File: config.mk
export PLATFORM = sky130hd
export DESIGN_NAME = otter_iobus_timer
export DESIGN_NICKNAME = d
export VERILOG_FILES = /design/src/rtl/otter_timer_pkg.sv /design/src/rtl/otter_iobus_timer_prescaler.sv /design/src/rtl/otter_iobus_timer.sv
export SDC_FILE = /design/constraint.sdc
export NUM_CORES = 1
export LEC_CHECK = 0
export BUFFER_PORTS_ARGS = -buffer_cell sky130_fd_sc_hd__buf_2
export CORE_MARGIN = 5
export CORE_UTILIZATION = 41
export CTS_CLUSTER_SIZE = 25
export DETAILED_ROUTE_END_ITERATION = 7
export GPL_TIMING_DRIVEN = 1
export PLACE_DENSITY = 0.74
export SETUP_SLACK_MARGIN = 0.5
export SLEW_MARGIN = 20
export SYNTH_ARGS = -nofsm -noshare
export SYNTH_HDL_FRONTEND = slang
export SYNTH_SLANG_ARGS = --single-unit
File: constraint.sdc
create_clock -name CLK -period 4.1 [get_ports CLK]
set_clock_uncertainty 0.05 [all_clocks]
set_input_delay 0.205 -clock CLK [delete_from_list [all_inputs] [get_ports CLK]]
set_output_delay 0.205 -clock CLK [all_outputs]
set_load 0.01 [all_outputs]
File: src/rtl/otter_timer_pkg.sv
// Shared register offsets, CTRL bit positions and the CTRL register layout
// for the OTTER IOBUS down-counting timer.
package otter_timer_pkg;

    localparam logic [1:0] TMR_CTRL   = 2'd0;
    localparam logic [1:0] TMR_COUNT  = 2'd1;
    localparam logic [1:0] TMR_RELOAD = 2'd2;
    localparam logic [1:0] TMR_STATUS = 2'd3;

    localparam int CTRL_EN_BIT     = 0;
    localparam int CTRL_AUTO_BIT   = 1;
    localparam int CTRL_IE_BIT     = 2;
    localparam int CTRL_PRESC_LSB  = 8;
    localparam int PRESC_MAX_W     = 16;

    // presc is sized for the widest legal prescaler; narrower builds keep the upper bits at 0.
    typedef struct packed {
        logic [PRESC_MAX_W-1:0] presc;
        logic                   ie;
        logic                   auto;
        logic                   en;
    } timer_ctrl_t;

endpackage

File: src/rtl/otter_iobus_timer_prescaler.sv
// Prescale counter: emits a one-cycle tick every (presc+1) enabled cycles.
module timer_prescaler #(
    parameter int PRESC_W = 8
) (
    input  logic               CLK,
    input  logic               RESET_N,
    input  logic               en,
    input  logic               clr,
    input  logic [PRESC_W-1:0] presc,
    output logic               tick
);

    logic [PRESC_W-1:0] r_pcnt;

    assign tick = en && (r_pcnt == presc);

    always_ff @(posedge CLK) begin
        if (!RESET_N) begin
            r_pcnt <= '0;
        end else if (clr || !en || tick) begin
            r_pcnt <= '0;
        end else begin
            r_pcnt <= r_pcnt + PRESC_W'(1);
        end
    end

endmodule

File: src/rtl/otter_iobus_timer.sv
// IOBUS responder timer: 16-byte register window, down-counter with prescaler,
// one-shot or auto-reload, sticky terminal-count flag and level interrupt.
module otter_iobus_timer
    import otter_timer_pkg::*;
#(
    parameter logic [31:0] BASE_ADDR = 32'h1100_0100,
    parameter int          PRESC_W   = 8
) (
    input  logic        CLK,
    input  logic        RESET_N,
    input  logic [31:0] IOBUS_ADDR,
    input  logic [31:0] IOBUS_OUT,
    input  logic        IOBUS_WR,
    output logic [31:0] IOBUS_IN,
    output logic        INTR
);

    // The bus has no handshake: reads are combinational and writes complete on
    // the strobe edge, so the responder never stalls the initiator.
    timer_ctrl_t r_ctrl;
    logic [31:0] r_count;
    logic [31:0] r_reload;
    logic        r_tc;

    logic        w_sel;
    logic [1:0]  w_off;
    logic        w_wr;
    logic        w_ctrl_wr;
    logic        w_count_wr;
    logic        w_reload_wr;
    logic        w_status_wr;
    logic        w_tick;
    timer_ctrl_t w_ctrl_nxt;
    logic [31:0] w_rdata;
    logic        w_unused_bits;

    assign w_sel       = (IOBUS_ADDR[31:4] == BASE_ADDR[31:4]);
    assign w_off       = IOBUS_ADDR[3:2];
    assign w_wr        = IOBUS_WR && w_sel;
    assign w_ctrl_wr   = w_wr && (w_off == TMR_CTRL);
    assign w_count_wr  = w_wr && (w_off == TMR_COUNT);
    assign w_reload_wr = w_wr && (w_off == TMR_RELOAD);
    assign w_status_wr = w_wr && (w_off == TMR_STATUS);

    assign w_unused_bits = ^{IOBUS_ADDR[1:0], IOBUS_OUT, r_ctrl};

    timer_prescaler #(
        .PRESC_W (PRESC_W)
    ) u_prescaler (
        .CLK     (CLK),
        .RESET_N (RESET_N),
        .en      (r_ctrl.en),
        .clr     (w_ctrl_wr),
        .presc   (r_ctrl.presc[PRESC_W-1:0]),
        .tick    (w_tick)
    );

    always_comb begin
        w_ctrl_nxt                    = '0;
        w_ctrl_nxt.en                 = IOBUS_OUT[CTRL_EN_BIT];
        w_ctrl_nxt.auto               = IOBUS_OUT[CTRL_AUTO_BIT];
        w_ctrl_nxt.ie                 = IOBUS_OUT[CTRL_IE_BIT];
        w_ctrl_nxt.presc[PRESC_W-1:0] = IOBUS_OUT[CTRL_PRESC_LSB +: PRESC_W];
    end

    // Later assignments win: a tick-set TC beats a W1C clear, and bus writes
    // to CTRL/COUNT beat the tick's EN clear, decrement or reload.
    always_ff @(posedge CLK) begin
        if (!RESET_N) begin
            r_ctrl   <= '0;
            r_count  <= '0;
            r_reload <= '0;
            r_tc     <= 1'b0;
        end else begin
            if (w_status_wr && IOBUS_OUT[0]) begin
                r_tc <= 1'b0;
            end
            if (w_tick) begin
                if (r_count != 32'd0) begin
                    r_count <= r_count - 32'd1;
                end else begin
                    r_tc <= 1'b1;
                    if (r_ctrl.auto) begin
                        r_count <= r_reload;
                    end else begin
                        r_ctrl.en <= 1'b0;
                    end
                end
            end
            if (w_ctrl_wr) begin
                r_ctrl <= w_ctrl_nxt;
            end
            if (w_count_wr) begin
                r_count <= IOBUS_OUT;
            end
            if (w_reload_wr) begin
                r_reload <= IOBUS_OUT;
            end
        end
    end

    always_comb begin
        w_rdata = '0;
        if (w_sel) begin
            case (w_off)
                TMR_CTRL: begin
                    w_rdata[CTRL_EN_BIT]                   = r_ctrl.en;
                    w_rdata[CTRL_AUTO_BIT]                 = r_ctrl.auto;
                    w_rdata[CTRL_IE_BIT]                   = r_ctrl.ie;
                    w_rdata[CTRL_PRESC_LSB +: PRESC_W]     = r_ctrl.presc[PRESC_W-1:0];
                end
                TMR_COUNT:  w_rdata = r_count;
                TMR_RELOAD: w_rdata = r_reload;
                default:    w_rdata[0] = r_tc;
            endcase
        end
    end

    assign IOBUS_IN = w_rdata;
    assign INTR     = r_tc && r_ctrl.ie;

endmodule

==> metrics.cfg, run 1 <==
[critical_path]
crit_type = flop to flop
cp-end-kind = flop
crit_path_max_incr_delay_ps = 660
cp-start-kind = flop
crit_fanout = 25
cp.required_ps = 4270
crit_top_cell = or4_1
worst_path_max_delay_cell = or4_1
arrival_ps = 3500
rrSetupSlack_ps = 770
worstPathCellList = or4_1 > or4_1 > or4_4 > o21ai_4 > buf_4 > o21ai_0 > a22o_1

[logic_synthesis]
synth_warnings = 0
postSynthCellCount = 627
ys_top_cells_by_area = dfxtp_1 34%, mux2i_1 8.7%, nor2_1 7.6%, o21ai_0 4.2%, a22oi_1 3.2%
yosysUniqueCellTypes = 55
ys_async_sr_fraction = 0
synth-seq-cells = 84
syn_nets = 702
synth_ff_type = dfxtp_1
synth-seq-area-share = 0.340
syn_area_per_cell_um2 = 7.90
synth_top_area_frac = 0.340
synth_top_cell_by_area = dfxtp_1
synth.cell_area_mm2 = 0.00495
synth_edf_count = 0

[clock_network]
clkLatencyLatePin_ps = 340
numClockSinks = 84
postCtsResizedCells = 0
post-cts-setup-buffers = 0
clk_pin_slew_ps = 60
cts_tree = built
numCtsBuffers = 9
clockBufferDepth = 2
htree_num_levels = 3
cts.hold.buffers_added = 0
cts-root-buf = clkbuf_16

[routing]
wl_per_cell_um = 18.1
viasPerCell = 6.05
route.detailed.drc = 0
wirelength_um = 15400
drtIter0Drc = 532
detail-route-antenna-nets = 0
firstDrtPassIters = 6
vias = 5169

[layout]
fin_nets = 777
antenna_cells = 0
area_growth_pct = 17.6
drive_gt1_frac = 0.190
final-seq-area_mm2 = 0.00168
nFillCells = 1168
multiInputGateArea_mm2 = 0.00301

[timing]
slew_headroom = 0.314
max_freq_mhz = 301
finalHoldViolations = 0
period_needed_ps = 3330
fin_crit_sh = 0.811
rsz0062_at_grt = no
fin_setup_tns_ps = 0
tightest_slew_ps = 1030
drv_slew = 0
final-setup-viol-count = 0

[power]
p_per_area_mw_per_mm2 = 296
p_seq_frac = 0.473
p_comb_frac = 0.049
switchingPower_uw = 376
p_sw_frac = 0.218
finalPower_mw = 1.73
ir_drop_v = 0.000233
p_int_mw = 1.35
p_leak_nw = 2.30
p_clk_frac = 0.479

[floorplanning]
initial_core_util = 0.416
die_h_um = 120
fp.dieW_um = 120
fp.dieArea_mm2 = 0.0144
ios = 100
core-area_mm2 = 0.0119
fp-row-count = 40

[global_route]
track_usage = 0.212
grt_max_degree = 38
grt_first_pass_wirelength_um = 25100
grt_overflow_total = 0
antenna_found_initial = 0
grt_pass1_vias = 5100

[placement]
dp_hpwl_um = 10900
port_buffers = 97
gp_congestion = 0.921

[status]
outcome = finished clean

[worst_hold_path]
hold_path.class = input port to flop

[run]
drv_cap = 0

-- metrics by stage --
step           instance area (µm²)  cells  hold slack, ps  setup WS (ps)   util
6_report                      5820    854            33.8            774  0.489
5_1_grt                       5820    854            51.3            635  0.489
4_1_cts                       5820    854            33.3            801  0.489
3_5_place_dp                  5520    838             383            833  0.463
3_3_place_gp                  5520    838             374            849  0.463
2_1_floorplan                 4950    627             263           1070      -
-- power by group through the flow --
stage	sequential (mW)	combinational, mW	clock (mW)
detailed placement	0.834	0.0824	0
global route	0.815	0.0914	0.867
CTS	0.816	0.0831	0.833
floorplan	0.834	0.0311	0
global placement	0.834	0.0804	0
finish	0.816	0.0837	0.827
-- worst paths after layout --
kind,startpoint,to,cells after the start
worst max-delay path,r_count[2]$_SDFFE_PN0P_,r_count[19]$_SDFFE_PN0P_,7
worst min-delay path,IOBUS_OUT[28],r_count[28]$_SDFFE_PN0P_,3
worst max register to register,r_count[2]$_SDFFE_PN0P_,r_count[19]$_SDFFE_PN0P_,7
worst min register to register,r_tc$_SDFF_PN0_,r_tc$_SDFF_PN0_,2
-- synth_stat cells (2+ instances only) --
cell type,n
o32ai_1,2
buf_6,2
or2_2,5
inv_1,17
nor2_1,100
nand3_1,25
mux2i_1,43
a31oi_1,7
a2bb2oi_1,8
and3_1,7
a222oi_1,11
and2_1,2
nand4b_1,3
a21o_1,3
dfxtp_1,84
nand2_1,37
buf_1,3
nor3_1,14
nand2b_1,2
o21bai_1,5
clkbuf_1,35
nor4b_1,3
buf_4,2
or3_1,5
xor2_1,8
buf_2,4
or4_1,8
a21oi_1,30
nor2b_1,2
a22oi_1,21
ha_1,8
o22ai_1,4
nor4_1,16
o21ai_0,42
nand4_1,9
o31ai_1,3
o211ai_1,7
a22o_1,12
xnor2_1,9
and4_1,4
-- logic make-up after synthesis --
group | synth area share
buffers and inverters | 0.0533
DFF | 0.340
xor gates and xnor gates | 0.0301
adders and majority gates | 0.0202
AOI/OAI and AO/OA | 0.234
and+or+nand+nor | 0.236
muxes | 0.0869
-- worst max-delay path: cells and delay by family (launching register included) --
family | cells | cell delay (ps)
AND/OR/NAND/NOR | 3 | 1930
buffers and inverters | 1 | 310
flip-flops | 1 | 380
AO/OA/AOI/OAI | 3 | 540
-- per-layer routing --
layer / GRT usage / up-vias / part of all wire
met3: 0.0396 / 16 / 0.072
met2: 0.375 / 219 / 0.51
met1: 0.264 / 2460 / 0.41
met4: 0.0544 / 0 / 0.0094
met5: 0 / - / 0
li1: - / 2474 / -
-- layout make-up --
class / instances / share of cell area
Multi-Input combinational cell: 480 / 0.516
Clock buffer: 12 / 0.0440
Timing Repair Buffer: 110 / 0.100
Tap cell: 147 / 0.0316
Sequential cell: 84 / 0.289
Clock inverter: 4 / 0.00816
Inverter: 17 / 0.0110
-- layout by cell type, fill, tap and decap left out, types with 14 or more instances in the layout --
| cell | synthesis | routed |
|---|---|---|
| a21oi_1 | 30 | 30 |
| a22oi_1 | 21 | 21 |
| buf_2 | 4 | 97 |
| dfxtp_1 | 84 | 84 |
| inv_1 | 17 | 17 |
| mux2i_1 | 43 | 43 |
| nand2_1 | 37 | 37 |
| nand3_1 | 25 | 25 |
| nor2_1 | 100 | 100 |
| nor3_1 | 14 | 14 |
| nor4_1 | 16 | 16 |
| o21ai_0 | 42 | 42 |
-- sequential cells by signal, indices dropped and copies added (netlist names) --
signal / count
r_ctrl: 11
r_reload: 32
r_tc: 1
u_prescaler.r_pcnt: 8
r_count: 32
(Power assumes the default switching activity.)
==> inputs of run 2 (changes only) <==
Clock period 4.1 ns to 3.2 ns, I/O delays scaled along.
==> metrics.cfg, run 2 (synthesized netlist as in run 1, its figures left out) <==
[critical_path]
cp.required_ps = 3380  ; -890 ps
r2r-start = r_count[14]$_SDFFE_PN0P_
arrival_ps = 2980  ; -520 ps
rrSetupSlack_ps = 390  ; -380 ps
r2r_cells = 7  ; unchanged
crit_fanout = 7  ; -72%
cp-start-kind = flop
cp-end-kind = flop
reg2reg_to = r_count[30]$_SDFFE_PN0P_
crit_type = flop to flop

[global_route]
track_usage = 0.232  ; +0.0202
grt_max_degree = 48  ; +26%
grt_first_pass_wirelength_um = 27100  ; +7.7%
grt_overflow_total = 0  ; unchanged
antenna_found_initial = 0  ; unchanged
grt_pass1_vias = 5402  ; +5.9%

[status]
outcome = finished clean

[floorplanning]
core-area_mm2 = 0.0119  ; unchanged
ios = 100  ; unchanged
fp.dieW_um = 120  ; unchanged
die_h_um = 120  ; unchanged
fp-row-count = 40  ; unchanged
initial_core_util = 0.416  ; unchanged
fp.dieArea_mm2 = 0.0144  ; unchanged

[clock_network]
clockBufferDepth = 2  ; unchanged
cts_tree = built
cts-root-buf = clkbuf_16
htree_num_levels = 3  ; unchanged
numCtsBuffers = 9  ; unchanged
clkLatencyLatePin_ps = 340  ; about the same
numClockSinks = 84  ; unchanged
clk_pin_slew_ps = 60  ; about the same

[layout]
most-common-layout-cells = 100 x nor2_1, 97 x buf_2, 78 x dfxtp_1, 43 x mux2i_1, 37 x nand2_1
nFillCells = 1098  ; -6.0%
fin_nets = 807  ; +3.9%
final_cells = 883  ; +3.4%
utilization = 0.528  ; +0.0392
antenna_cells = 0  ; unchanged
reg_top3 = r_count: 32 flops, r_reload: 32 flops, r_ctrl: 11 flops
drive_gt1_frac = 0.240  ; +0.0510
area_growth_pct = 27.0
final_common_cell = nor2_1

[placement]
gp_congestion = 0.892  ; -3.1%
dp_hpwl_um = 11400  ; +4.7%
dp_cells = 846  ; +0.95%
port_buffers = 97  ; unchanged

[timing]
max_freq_mhz = 356  ; +19%
final-setup-viol-count = 0  ; unchanged
slew_headroom = 0.503  ; +0.189
fin_setup_tns_ps = 0  ; unchanged
finalHoldViolations = 0  ; unchanged
drv_slew = 0  ; unchanged
tightest_slew_ps = 743  ; -286 ps
period_needed_ps = 2810  ; -521 ps
fin_crit_sh = 0.877  ; +0.0654
rsz0062_at_grt = yes
hold_ws_ps = 8.26  ; -25.5 ps

[worst_hold_path]
hold_path.class = input port to flop
min_path_cells = 2  ; -1
hp-start = IOBUS_OUT[6]
min_to = r_count[6]$_SDFFE_PN0P_

[power]
switchingPower_uw = 492  ; +31%
p_per_area_mw_per_mm2 = 353  ; +19%
finalPower_mw = 2.22  ; +29%
ir_drop_v = 0.000273  ; +17%
p_comb_frac = 0.053  ; +0.004
p_sw_frac = 0.221  ; +0.00333
p_leak_nw = 2.50  ; +8.5%
p_clk_frac = 0.477  ; -0.002
p_int_mw = 1.73  ; +28%
p_seq_frac = 0.469  ; -0.004

[routing]
detail-route-antenna-nets = 0  ; unchanged
wirelength_um = 17500  ; +14%
route.detailed.drc = 0  ; unchanged
vias = 5496  ; +6.3%
viasPerCell = 6.22  ; +2.8%
firstDrtPassIters = 6  ; unchanged
wl_per_cell_um = 19.8  ; +9.8%
drtIter0Drc = 688  ; +29%

[run]
drv_cap = 0  ; unchanged

run 2: critical path, stage by stage (launching register included):
cell	delay, ps
dfxtp_4	340
or4_4	540
or4_4	510
or4_4	550
o21ai_4	250
buf_6	160
o21bai_1	70
a32o_1	230
run 2: worst max-delay path by stage:
stage	startpoint	to	slack, ps
finish	r_count[14]$_SDFFE_PN0P_	r_count[30]$_SDFFE_PN0P_	390
floorplan	r_count[2]$_SDFFE_PN0P_	r_count[3]$_SDFFE_PN0P_	370
global placement	r_count[8]$_SDFFE_PN0P_	r_count[18]$_SDFFE_PN0P_	300
detailed placement	r_count[8]$_SDFFE_PN0P_	r_count[4]$_SDFFE_PN0P_	230
global route	r_count[14]$_SDFFE_PN0P_	r_count[21]$_SDFFE_PN0P_	360
CTS	r_count[12]$_SDFFE_PN0P_	r_count[30]$_SDFFE_PN0P_	340
run 2: what timing repair did:
item | 4_1_cts | 5_1_grt
hold endpoints to repair | 7 | 0
buffers inserted | 5 | 2
pin swaps | 9 | 7
resized for setup | 19 | 21
gates cloned | 4 | 4
hold buffers | 7 | 0
setup endpoints to repair | 32 | 33
run 2: cell type report:
| cell class | instances | area [µm²] | area share |
|---|---|---|---|
| Clock buffer | 11 | 253 | 0.0402 |
| Timing Repair Buffer | 138 | 927 | 0.147 |
| Tap cell | 147 | 184 | 0.0292 |
| Inverter | 17 | 63.8 | 0.0101 |
| Sequential cell | 84 | 1690 | 0.269 |
| Multi-Input combinational cell | 482 | 3120 | 0.496 |
| Clock inverter | 4 | 48.8 | 0.00776 |
run 2: layer usage:
| layer | part of all wire | global-route usage | up-vias | wire length (µm) |
|---|---|---|---|---|
| met5 | 0 | 0 | - | 0 |
| met4 | 0.028 | 0.0823 | 0 | 492 |
| met1 | 0.40 | 0.282 | 2607 | 6980 |
| met2 | 0.48 | 0.408 | 296 | 8490 |
| li1 | - | - | 2540 | - |
| met3 | 0.088 | 0.0429 | 53 | 1540 |
run 2: power by group through the flow:
stage               Sequential, mW  Combinational, mW  Clock (mW)
floorplan                     1.07             0.0398           0
global placement              1.07              0.106           0
detailed placement            1.07              0.109           0
CTS                           1.04              0.117        1.07
global route                  1.04              0.128        1.11
finish                        1.04              0.119        1.06
run 2: metrics by stage:
step | area [µm²] | setup slack [ps]
after floorplan | 5000 | 375
after global placement | 5600 | 297
after detailed placement | 5600 | 227
after CTS | 6120 | 341
after global routing | 6290 | 364
final | 6290 | 394
==> inputs of run 3 (changes only) <==
Settings changed: BUFFER_PORTS_ARGS -buffer_cell sky130_fd_sc_hd__buf_2 to default, DONT_BUFFER_PORTS from default to 1, PLACE_DENSITY 0.74 to 0.67.
==> metrics.cfg, run 3 (synthesized netlist as in run 1, its figures left out) <==
[timing]
hold_ws_ps = 42.3  ; +34.0 ps
tightest_slew_ps = 797  ; +53.4 ps
rsz0062_at_grt = yes
slew_headroom = 0.468  ; -0.0357
setup_slack_ps = 381  ; -13.6 ps
max_freq_mhz = 355  ; -0.48%
fin_crit_sh = 0.881  ; +0.00425
drv_slew = 0  ; unchanged
fin_setup_tns_ps = 0  ; unchanged
final-setup-viol-count = 0  ; unchanged
finalHoldViolations = 0  ; unchanged
period_needed_ps = 2820  ; +13.6 ps

[power]
p_int_mw = 1.76  ; +1.4%
p_sw_frac = 0.217  ; -0.00370
switchingPower_uw = 488  ; -0.76%
p_seq_frac = 0.465  ; -0.004
p_comb_frac = 0.047  ; -0.006
ir_drop_v = 0.000259  ; -5.0%
p_leak_nw = 2.15  ; -14%
p_clk_frac = 0.488  ; +0.011
p_per_area_mw_per_mm2 = 374  ; +5.8%

[critical_path]
crit_top_cell = or4_4
cp-end-kind = flop
r2r_cells = 7  ; unchanged
worst_path_max_delay_cell = or4_4
crit_fanout = 8  ; +1
cp.required_ps = 3360  ; -20 ps
r2r-start = r_count[13]$_SDFFE_PN0P_
crit_type = flop to flop
worstPathCellList = or4_4 > or4_4 > or4_4 > buf_4 > o21a_4 > a21oi_1 > o31ai_1
rrSetupSlack_ps = 380  ; about the same
arrival_ps = 2980  ; about the same
reg2reg_to = r_count[22]$_SDFFE_PN0P_
crit_path_max_incr_delay_ps = 540  ; about the same
cp-start-kind = flop

[clock_network]
clk_pin_slew_ps = 60  ; about the same
numCtsBuffers = 9  ; unchanged
clockBufferDepth = 2  ; unchanged
htree_num_levels = 3  ; unchanged
numClockSinks = 84  ; unchanged
clkLatencyLatePin_ps = 340  ; about the same
cts_tree = built
cts-root-buf = clkbuf_16

[floorplanning]
fp.dieArea_mm2 = 0.0144  ; unchanged
fp.dieW_um = 120  ; unchanged
fp-row-count = 40  ; unchanged
initial_core_util = 0.416  ; unchanged
ios = 100  ; unchanged
die_h_um = 120  ; unchanged
core-area_mm2 = 0.0119  ; unchanged

[status]
outcome = finished clean

[global_route]
antenna_found_initial = 0  ; unchanged
grt_pass1_vias = 5131  ; -5.0%
grt_max_degree = 34  ; -29%
track_usage = 0.228  ; -0.00353
grt_overflow_total = 0  ; unchanged
grt_first_pass_wirelength_um = 26600  ; -2.0%

[placement]
dp_hpwl_um = 11000  ; -3.7%
gp_congestion = 0.885  ; -0.73%
port_buffers = 0  ; -100%
dp_slack_ps = 282  ; +54.9 ps

[worst_hold_path]
min_to = r_count[14]$_SDFFE_PN0P_
hold_path.class = input port to flop
hp-start = IOBUS_OUT[14]
min_path_cells = 3  ; +1

[routing]
route.detailed.drc = 0  ; unchanged
detail-route-antenna-nets = 0  ; unchanged
wl_per_cell_um = 20.6  ; +3.8%
drtIter0Drc = 617  ; -10%
wirelength_um = 16700  ; -4.4%
firstDrtPassIters = 7  ; +1
viasPerCell = 6.36  ; +2.2%
vias = 5173  ; -5.9%

[layout]
most-common-layout-cells = 99 x nor2_1, 80 x dfxtp_1, 43 x mux2i_1, 37 x nand2_1, 37 x o21ai_0
area_growth_pct = 21.1
antenna_cells = 0  ; unchanged
drive_gt1_frac = 0.116  ; -0.125
fin_nets = 736  ; -8.8%
nFillCells = 1141  ; +3.9%
reg_top3 = r_count: 32 flops, r_reload: 32 flops, r_ctrl: 11 flops
final_common_cell = nor2_1

[run]
drv_cap = 0  ; unchanged

[run 3: repair_timing]
item                                    CTS  global route
setup buffers                             3             5
endpoints found under the setup margin   33            33
cloned                                    2             1
pin swaps                                 2             1
resized for setup                        11            17
endpoints found under the hold margin    76             0
hold buffers                             35             0
[run 3: final cells by class]
type | instances | area (µm²) | share of cell area
multi-input combinational | 483 | 3130 | 0.521
sequential | 84 | 1690 | 0.282
timing repair buffer | 66 | 623 | 0.104
clock buffer | 13 | 270 | 0.0450
tap | 147 | 184 | 0.0307
inverter | 17 | 63.8 | 0.0106
clock inverter | 3 | 43.8 | 0.00730
[run 3: routing by layer]
metal,part of all wire,track usage
met1,0.41,0.283
met2,0.48,0.384
met3,0.074,0.0523
met4,0.030,0.0902
met5,0,0
[run 3: through the flow]
| stage | util | power, mW | instances | area, µm² |
|---|---|---|---|---|
| floorplan | - | 1.11 | 627 | 5000 |
| global placement | 0.432 | 1.12 | 751 | 5140 |
| detailed placement | 0.432 | 1.12 | 751 | 5140 |
| CTS | 0.494 | 2.26 | 807 | 5890 |
| global route | 0.504 | 2.31 | 813 | 6000 |
| finish | 0.504 | 2.24 | 813 | 6000 |
[run 3: worst max-delay path, delay by kind of cell (launching register included)]
family / cells / cell delay, ps
AOI/OAI and AO/OA: 3 / 500
buffers and inverters: 1 / 180
and+or+nand+nor: 3 / 1570
DFF: 1 / 370
[run 3: worst max path at each step]
stage / start / to / slack, ps / cells past startpoint
floorplan: r_count[2]$_SDFFE_PN0P_ / r_count[3]$_SDFFE_PN0P_ / 370 / 10
global route: r_count[14]$_SDFFE_PN0P_ / r_count[29]$_SDFFE_PN0P_ / 310 / 7
CTS: r_count[14]$_SDFFE_PN0P_ / r_count[30]$_SDFFE_PN0P_ / 410 / 7
finish: r_count[13]$_SDFFE_PN0P_ / r_count[22]$_SDFFE_PN0P_ / 380 / 7
global placement: r_count[14]$_SDFFE_PN0P_ / r_count[27]$_SDFFE_PN0P_ / 320 / 6
detailed placement: r_count[14]$_SDFFE_PN0P_ / r_count[27]$_SDFFE_PN0P_ / 280 / 6
[run 3: power by group through the flow]
stage / clock network, mW / registers, mW / logic (mW)
global route: 1.16 / 1.04 / 0.112
global placement: 0 / 1.07 / 0.0545
detailed placement: 0 / 1.07 / 0.0550
floorplan: 0 / 1.07 / 0.0398
CTS: 1.11 / 1.04 / 0.101
finish: 1.10 / 1.04 / 0.105
